**src/rtl/grid_step_generator.sv**
```systemverilog
// Raster-order grid walker: emits one write strobe per cell of a GRID_COLS x GRID_ROWS grid,
// stepped by a debounced push-button or by an internal auto-step timer.
module grid_step_generator #(
    parameter int X_W          = 4,
    parameter int Y_W          = 4,
    parameter int VAL_W        = 2,
    parameter int GRID_COLS    = 11,
    parameter int GRID_ROWS    = 11,
    parameter int VAL_CONST    = 1,
    parameter int DEBOUNCE_CYC = 16,
    parameter int TIMER_W      = 24
) (
    input  logic               clk,
    input  logic               reset,
    input  logic               click,
    input  logic               auto_mode,
    input  logic [TIMER_W-1:0] period,
    input  logic [1:0]         val_mode,
    input  logic [VAL_W-1:0]   value_in,
    input  logic               loop,
    input  logic               restart,
    output logic [X_W-1:0]     X_COORD,
    output logic [Y_W-1:0]     Y_COORD,
    output logic [VAL_W-1:0]   VALUE,
    output logic               ENABLE,
    output logic               frame_done
);

    typedef enum logic [1:0] {
        ST_RUN    = 2'd0,
        ST_STROBE = 2'd1,
        ST_HALT   = 2'd2
    } state_t;

    localparam int CNT_W = $clog2(DEBOUNCE_CYC + 1);
    localparam logic [CNT_W-1:0] DEB_LAST = CNT_W'(DEBOUNCE_CYC - 1);
    localparam logic [X_W-1:0]   X_LAST   = X_W'(GRID_COLS - 1);
    localparam logic [Y_W-1:0]   Y_LAST   = Y_W'(GRID_ROWS - 1);

    logic [1:0]         sync_r;
    logic               deb_r;
    logic [CNT_W-1:0]   deb_cnt_r;
    logic               click_fall_r;

    logic [TIMER_W-1:0] timer_r;
    logic [TIMER_W-1:0] period_q_r;
    logic               auto_q_r;
    logic [TIMER_W-1:0] reload_s;
    logic               timer_hold_s;
    logic               timer_step_s;
    logic               step_req_s;

    state_t             state_r;
    logic [X_W-1:0]     x_r;
    logic [Y_W-1:0]     y_r;
    logic [VAL_W-1:0]   step_cnt_r;
    logic               enable_r;
    logic               frame_done_r;
    logic               last_cell_s;

    // Click synchronizer and debouncer; a debounced press yields a one-cycle pulse
    always_ff @(posedge clk) begin
        if (reset) begin
            sync_r       <= 2'b11;
            deb_r        <= 1'b1;
            deb_cnt_r    <= {CNT_W{1'b0}};
            click_fall_r <= 1'b0;
        end else begin
            sync_r       <= {sync_r[0], click};
            click_fall_r <= 1'b0;
            if (sync_r[1] != deb_r) begin
                if (deb_cnt_r == DEB_LAST) begin
                    deb_r        <= sync_r[1];
                    deb_cnt_r    <= {CNT_W{1'b0}};
                    // deb_r is still 1 here only when the new level is a press
                    click_fall_r <= deb_r;
                end else begin
                    deb_cnt_r <= deb_cnt_r + CNT_W'(1);
                end
            end else begin
                deb_cnt_r <= {CNT_W{1'b0}};
            end
        end
    end

    // Timer reload value, clamped so the period is never shorter than one strobe plus one idle cycle
    always_comb begin
        if (period < TIMER_W'(2)) begin
            reload_s = TIMER_W'(1);
        end else begin
            reload_s = period - TIMER_W'(1);
        end
    end

    // A mode or period change forces a reload instead of letting a stale count expire
    assign timer_hold_s = ~auto_mode | (period != period_q_r) | (auto_mode != auto_q_r);
    assign timer_step_s = ~timer_hold_s & (timer_r == {TIMER_W{1'b0}});
    assign step_req_s   = auto_mode ? timer_step_s : click_fall_r;
    assign last_cell_s  = (x_r == X_LAST) & (y_r == Y_LAST);

    // Auto-step down-counter
    always_ff @(posedge clk) begin
        if (reset) begin
            timer_r    <= reload_s;
            period_q_r <= period;
            auto_q_r   <= auto_mode;
        end else begin
            period_q_r <= period;
            auto_q_r   <= auto_mode;
            if (restart || timer_hold_s || (timer_r == {TIMER_W{1'b0}})) begin
                timer_r <= reload_s;
            end else begin
                timer_r <= timer_r - TIMER_W'(1);
            end
        end
    end

    // Walk FSM: coordinates, step counter and registered strobe outputs
    always_ff @(posedge clk) begin
        if (reset || restart) begin
            state_r      <= ST_RUN;
            x_r          <= {X_W{1'b0}};
            y_r          <= {Y_W{1'b0}};
            step_cnt_r   <= {VAL_W{1'b0}};
            enable_r     <= 1'b0;
            frame_done_r <= 1'b0;
        end else begin
            enable_r     <= 1'b0;
            frame_done_r <= 1'b0;
            case (state_r)
                ST_RUN: begin
                    if (step_req_s) begin
                        state_r      <= ST_STROBE;
                        enable_r     <= 1'b1;
                        frame_done_r <= last_cell_s;
                    end else begin
                        state_r <= ST_RUN;
                    end
                end
                ST_STROBE: begin
                    step_cnt_r <= step_cnt_r + VAL_W'(1);
                    if (last_cell_s) begin
                        x_r     <= {X_W{1'b0}};
                        y_r     <= {Y_W{1'b0}};
                        state_r <= loop ? ST_RUN : ST_HALT;
                    end else if (x_r == X_LAST) begin
                        x_r     <= {X_W{1'b0}};
                        y_r     <= y_r + Y_W'(1);
                        state_r <= ST_RUN;
                    end else begin
                        x_r     <= x_r + X_W'(1);
                        state_r <= ST_RUN;
                    end
                end
                ST_HALT: begin
                    state_r <= ST_HALT;
                end
                default: begin
                    state_r <= ST_RUN;
                end
            endcase
        end
    end

    // Cell value selection from registered state
    always_comb begin
        case (val_mode)
            2'd0:    VALUE = VAL_W'(VAL_CONST);
            2'd1:    VALUE = VAL_W'(x_r[0] ^ y_r[0]);
            2'd2:    VALUE = step_cnt_r;
            2'd3:    VALUE = value_in;
            default: VALUE = value_in;
        endcase
    end

    assign X_COORD    = x_r;
    assign Y_COORD    = y_r;
    assign ENABLE     = enable_r;
    assign frame_done = frame_done_r;

endmodule
```
**config.mk**
```make
export PLATFORM = sky130hd
export DESIGN_NAME = grid_step_generator
export DESIGN_NICKNAME = d
export VERILOG_FILES = /design/src/rtl/grid_step_generator.sv
export SDC_FILE = /design/constraint.sdc
export NUM_CORES = 1
export LEC_CHECK = 0
export ABC_CLOCK_PERIOD_IN_PS = 2200
export CAP_MARGIN = 20
export CORE_MARGIN = 1
export CORE_UTILIZATION = 50
export DETAILED_ROUTE_END_ITERATION = 6
export PLACE_DENSITY_LB_ADDON = 0.3
export SYNTH_ARGS = -nofsm -noshare
export SYNTH_HDL_FRONTEND = slang
export SYNTH_SLANG_ARGS = --single-unit
```
**constraint.sdc**
```tcl
create_clock -name clk -period 2.2 [get_ports clk]
set_input_delay 0.44 -clock clk [delete_from_list [all_inputs] [get_ports clk]]
set_output_delay 0.44 -clock clk [all_outputs]
set_load 0.1 [all_outputs]
```
==> Word level (Yosys, flattened, before mapping) <==
Index checks and enable logic that the tools add are counted.
{ "totals": {"ramBits": 0, "output_inout_bits": 12, "word_cells": 69, "latchBits": 0, "inputBits": 34, "memories": 0, "ff_bits": 72, "romBits": 0} }
{ "op_classes": {"n_mux": 14, "n_div": 0, "n_eq_ne": 11, "n_reduce_logical": 13, "bitwise_logic": 11, "shift": 0, "n_mul": 0, "addsub": 6, "magnitude_cmp": 1} }
{ "op_table": {"columns": ["op", "n"], "rows": [
  ["two-way mux 24 bit", 3],
  ["subtractor 24 x 1 -> 24 bit, second input constant", 2],
  ["zero test 24 bit", 1],
  ["less-than comparator 24 x 2 -> 1 bit, second input constant", 1],
  ["inequality test 24 bit", 1],
  ["two-way mux 4 bit", 4],
  ["OR reduction 3 bit", 3],
  ["adder 4 x 1 -> 4 bit, second input constant", 2],
  ["equality test 4 bit, second input constant", 2],
  ["one-hot mux 2 bit (4 select lines)", 1],
  ["equality test 2 bit, second input constant", 3],
  ["NOT 1 bit", 6],
  ["one-hot mux 2 bit (3 select lines)", 1],
  ["adder 5 x 1 -> 5 bit, second input constant", 1],
  ["equality test 5 x 4 -> 1 bit, second input constant", 1],
  ["equality test 2 x 1 -> 1 bit, second input constant", 2],
  ["zero test 2 bit", 2],
  ["two-way mux 2 bit", 2],
  ["AND reduction 2 bit", 2],
  ["logical OR 1 bit", 3],
  ["two-way mux 1 bit", 3],
  ["adder 2 x 1 -> 2 bit, second input constant", 1],
  ["bitwise AND 1 bit", 2],
  ["inequality test 1 bit", 2],
  ["4 further kinds", 5]
]} }

==> Longest topological paths before layout <==
Gate-level depths: netlist of the first run.
{ "logic_depth": {"depth_word": 8, "depth_mapped": 8, "depth_no_buf": 7} }

==> Worst setup path after synthesis of the first run <==
Ideal clock, no wire load.
{ "synth_path": {"kind": "register to output", "start": "reg x_r[0], in the netlist X_COORD[0]", "end": "out VALUE[0]", "t_required_ns": 1.760, "path_buffers": 1, "stages_incl_launch_ff": 6, "arrival_ns": 3.011, "slack_ns": -1.251, "path_cell_list": "dfxtp_1 clkbuf_1 xnor2_1 nor2_1 a21oi_1 a22oi_1"} }
{ "synth_between": {"elab_chain_cells": 2} }
{ "synth_rtl": {"columns": ["element", "line", "source"], "rows": [
  ["start, declared", "54", "logic [X_W-1:0] x_r;"],
  ["start signal, assigned", "122", "x_r <= {X_W{1'b0}};"],
  ["start signal, assigned", "143", "x_r <= {X_W{1'b0}};"],
  ["start signal, assigned", "147", "x_r <= {X_W{1'b0}};"],
  ["bitwise XOR 1 bit", "169", "2'd1: VALUE = VAL_W'(x_r[0] ^ y_r[0]);"],
  ["one-hot mux 2 bit (4 select lines)", "167", "case (val_mode)"],
  ["end, declared", "24", "output logic [VAL_W-1:0] VALUE,"]
]} }
No other way between the ends.

==> Worst setup path in the final report of the first run <==
{ "layout_path": {"start": "reg timer_r[17]", "end": "reg timer_r[8]"} }
{ "layout_between": {"elab_chain_cells": 4} }
{ "layout_rtl": {"columns": ["element", "line", "source"], "rows": [
  ["start, declared", "45", "logic [TIMER_W-1:0] timer_r;"],
  ["start signal, assigned", "104", "timer_r <= reload_s;"],
  ["start signal, assigned", "111", "timer_r <= reload_s;"],
  ["start signal, assigned", "113", "timer_r <= timer_r - TIMER_W'(1);"],
  ["zero test 24 bit", "110", "if (restart || timer_hold_s || (timer_r == {TIMER_W{1'b0}})) begin"],
  ["logical OR 1 bit", "110", null],
  ["two-way mux 24 bit", "110", null],
  ["two-way mux 24 bit", "103", "if (reset) begin"]
]} }
No other way between the ends.
A chain may end at the register's enable or synchronous reset.

==> summary.txt, run 1 <==
GRT
  • Total GRT Usage: 26.72%
  • Largest net degree at the start of global routing: 17
  • Initial antenna violation count: 0
  • Vias in the first global route: 3306
  • First-pass GRT wire length: 15440 um
  • Total congestion overflow: 0

Floorplan
  • Die width: 87.28 um
  • Die area: 7617 um^2
  • Core Region: 6907 um^2
  • Die Span Y: 87.28 um
  • Initial Util: 52.64%
  • Num rows: 30
  • I/O pin count: 46

Min path
  • Min-delay worst type: in -> reg

Worst setup path
  • Arr. time, crit path: 2.44 ns
  • CP required: 2.47 ns
  • Crit Path Class: reg -> reg
  • R2R setup slack: 0.03 ns
  • Crit path max-delay family: simple AND/OR/NAND/NOR gates
  • WP buf/inv: 3
  • Slowest CP cell: or4_4
  • Worst stage delay on the critical path: 0.52 ns
  • CP endpoint kind: flip-flop
  • CP Cell Sequence: or4_4 > or4_4 > nor3_2 > buf_4 > nor4_4 > buf_6 > buf_12 > mux2i_2
  • CP Max Fanout: 7
  • Critical path's most frequent cell: or4_4
  • Critical Path Source Type: flip-flop

Timing
  • Slew Limit Fails: 0
  • Hold Violations, Final: 0
  • Max_slew headroom: 71.31%
  • Setup WS post-layout: 0.02554 ns
  • Fin crit share: 98.84%
  • Skew final: 0.01054 ns
  • Fmax: 459.9 MHz
  • RSZ-0062 raised after global routing: true
  • Count of endpoints failing setup in the final report: 0
  • Worst-Margin Slew: 0.4264 ns
  • Min cycle time layout: 2.174 ns

Final layout
  • ANT cells: 0
  • Final core occ: 74.62%
  • Fin cells: 600
  • Layout net count: 540
  • Area delta synth->final: 41.74%
  • Layout cells sized above 1: 31.15%

Logic synthesis
  • Number of synthesized flops with an enable pin: 0
  • Yosys top cell area share: 39.64%
  • Synth unique cells: 50
  • Sequential fraction of the synthesis area: 39.64%
  • Cell Area, Synth: 3636 um^2
  • Asr flop ratio synth: 0%
  • Synth Register Bits: 72
  • Synth Instances: 381
  • Syn nets: 422
  • Synthesis Warnings: 0
  • Synthesized area per cell: 9.543 um^2
  • Top-count cell post-synth: dfxtp_1
  • Main flop type after synthesis: dfxtp_1
  • Area leader, netlist: dfxtp_1
  • Synth area leaders: dfxtp_1, xnor2_1, mux2i_1
  • Post-synth top cells: dfxtp_1, xnor2_1, nor2_1

Placement
  • Routability cong.: 0.8472
  • Inst Count DP: 574
  • Port Buf Inserts: 45
  • Post-DP HPWL: 6406 um
  • Pre-CTS setup slack: -0.6667 ns

Power and ir drop
  • Maximum VDD drop: 0.4949 mV
  • Leakage: 2.041 nW
  • Pwr Total: 3.056 mW
  • PD cells: 593.0 nW/um^2

Clock network
  • Worst skew pair latency: 0.35 ns
  • CTS Sinks: 72
  • Root buffer cell: clkbuf_8
  • Clock-pin slew of the registers on the worst-case setup and hold paths: 0.08 ns
  • Htree depth: 3
  • CTS Buf Count: 9
  • Clock buffer depth: 2
  • TritonCTS clock tree: done

Route
  • DR WL met3: 379 um
  • Pre-antenna DRT Iters: 4
  • Routed WL per cell: 16.36 um
  • Initial DRC count: 216
  • WL met2: 4944 um
  • Vias: 3303
  • DRC viols: 0
  • Antenna viol nets, final: 0
  • Wl on met1: 4120 um
  • Vias per cell: 5.505
  • Final wirelength: 9813 um
  • Highest Signal Layer: met4

Run
  • Max_cap viols: 0

Outcome
  • Status: completed
==> report_power, final <==
group / switching (mW) / internal (mW)
Clock: 0.505 / 0.668
Sequential: 0.0473 / 1.36
Combinational: 0.222 / 0.257
Total: 0.774 / 2.28
==> registers in the layout (all words and copies together) (netlist names) <==
signal,cells
period_q_r,24
click_fall_r,1
deb_cnt_r,5
Y_COORD,4
X_COORD,4
deb_r,1
timer_r,24
ENABLE,1
auto_q_r,1
step_cnt_r,2
frame_done,1
sync_r,2
state_r,2
==> cell families (layout without fill, tap and decap cells) <==
group                      Yosys count  count (layout)  synth area share, %
adders and majority gates            7               7                2.409
AOI/OAI and AO/OA                   34              34                6.951
and+or+nand+nor                    153             156                24.09
xor gates and xnor gates            67              67                16.14
muxes                               27              27                7.502
DFF                                 72              72                39.64
buffers and inverters               21             141                3.269
==> stage by stage <==
stage               setup TNS [ns]  hold slack (ns)  cell area (um^2)
global placement            -13.77           0.3992              4642
CTS                       -0.02008           0.4029              5085
floorplan                   -2.704           0.3895              3654
global route                     0           0.3246              5154
finish                           0           0.3128              5154
detailed placement          -14.56           0.4029              4642
==> timing repair <==
| item | CTS | global route |
|---|---|---|
| setup buffers | 6 | 1 |
| pin swaps | 17 | 8 |
| endpoints found under the setup margin | 24 | 24 |
| hold buffers | 0 | 0 |
| resized for setup | 51 | 17 |
| gates cloned | 4 | 0 |
==> layer usage <==
metal  GRT usage (%)  up-vias
li1                -     1598
met3           3.886       35
met5               0        -
met1           31.33     1563
met2           45.60      107
met4           17.14        0
==> placed cells by master (no fill, tap or decap), drive strengths merged, types with 2 or more instances in the layout <==
| master | n |
|---|---|
| buf | 86 |
| dfxtp | 72 |
| xnor2 | 51 |
| nor2 | 29 |
| mux2i | 25 |
| nand2 | 24 |
| dlygate4sd2 | 17 |
| nand4 | 17 |
| xor2 | 16 |
| nor4 | 16 |
| nor3 | 14 |
| o21ai | 13 |
| clkbuf | 12 |
| or4 | 11 |
| nand3 | 9 |
| clkdlybuf4s50 | 9 |
| inv | 7 |
| a21oi | 7 |
| ha | 7 |
| o31a | 7 |
| nor2b | 5 |
| or3 | 5 |
| and3 | 4 |
| or2 | 4 |
| nand2b | 4 |
| dlymetal6s2s | 4 |
| nor3b | 3 |
| nand3b | 3 |
| nand4b | 2 |
| bufinv | 2 |
| clkinvlp | 2 |
| mux2 | 2 |
==> final timing paths <==
| check | from | to | depth (start not counted) |
|---|---|---|---|
| worst max-delay path | timer_r[17] | timer_r[8] | 8 |
| worst max register to register | timer_r[17] | timer_r[8] | 8 |
| worst min-delay path | period[5] | period_q_r[5] | 1 |
| worst min register to register | sync_r[0] | sync_r[1] | 1 |
==> worst register-to-register path: cells and delay by family (launching register included) <==
family                 cells  cell delay (ns)
buffers and inverters      3             0.44
DFF                        1             0.32
muxes                      1             0.20
and+or+nand+nor            4             1.13
==> final cells by class <==
class	instances	area (um^2)
Tap cell	96	120.1
Clock buffer	11	141.4
Inverter	7	26.28
Multi-Input combinational cell	291	2295
Clock inverter	5	80.08
Fill cell	480	1753
Sequential cell	72	1448
Timing Repair Buffer	118	1044
Power figures use the tool's default switching activity.
==> run 2, diff against run 1 <==
- CTS_CLUSTER_SIZE: default -> 14
==> results of run 2 <==
The final DEF is identical to that of run 1; final timing and power are the same.
==> run 3, diff against run 2 <==
- CORE_MARGIN: 1 -> default
==> results of run 3 <==
The final DEF is identical to that of run 1; final timing and power are the same.
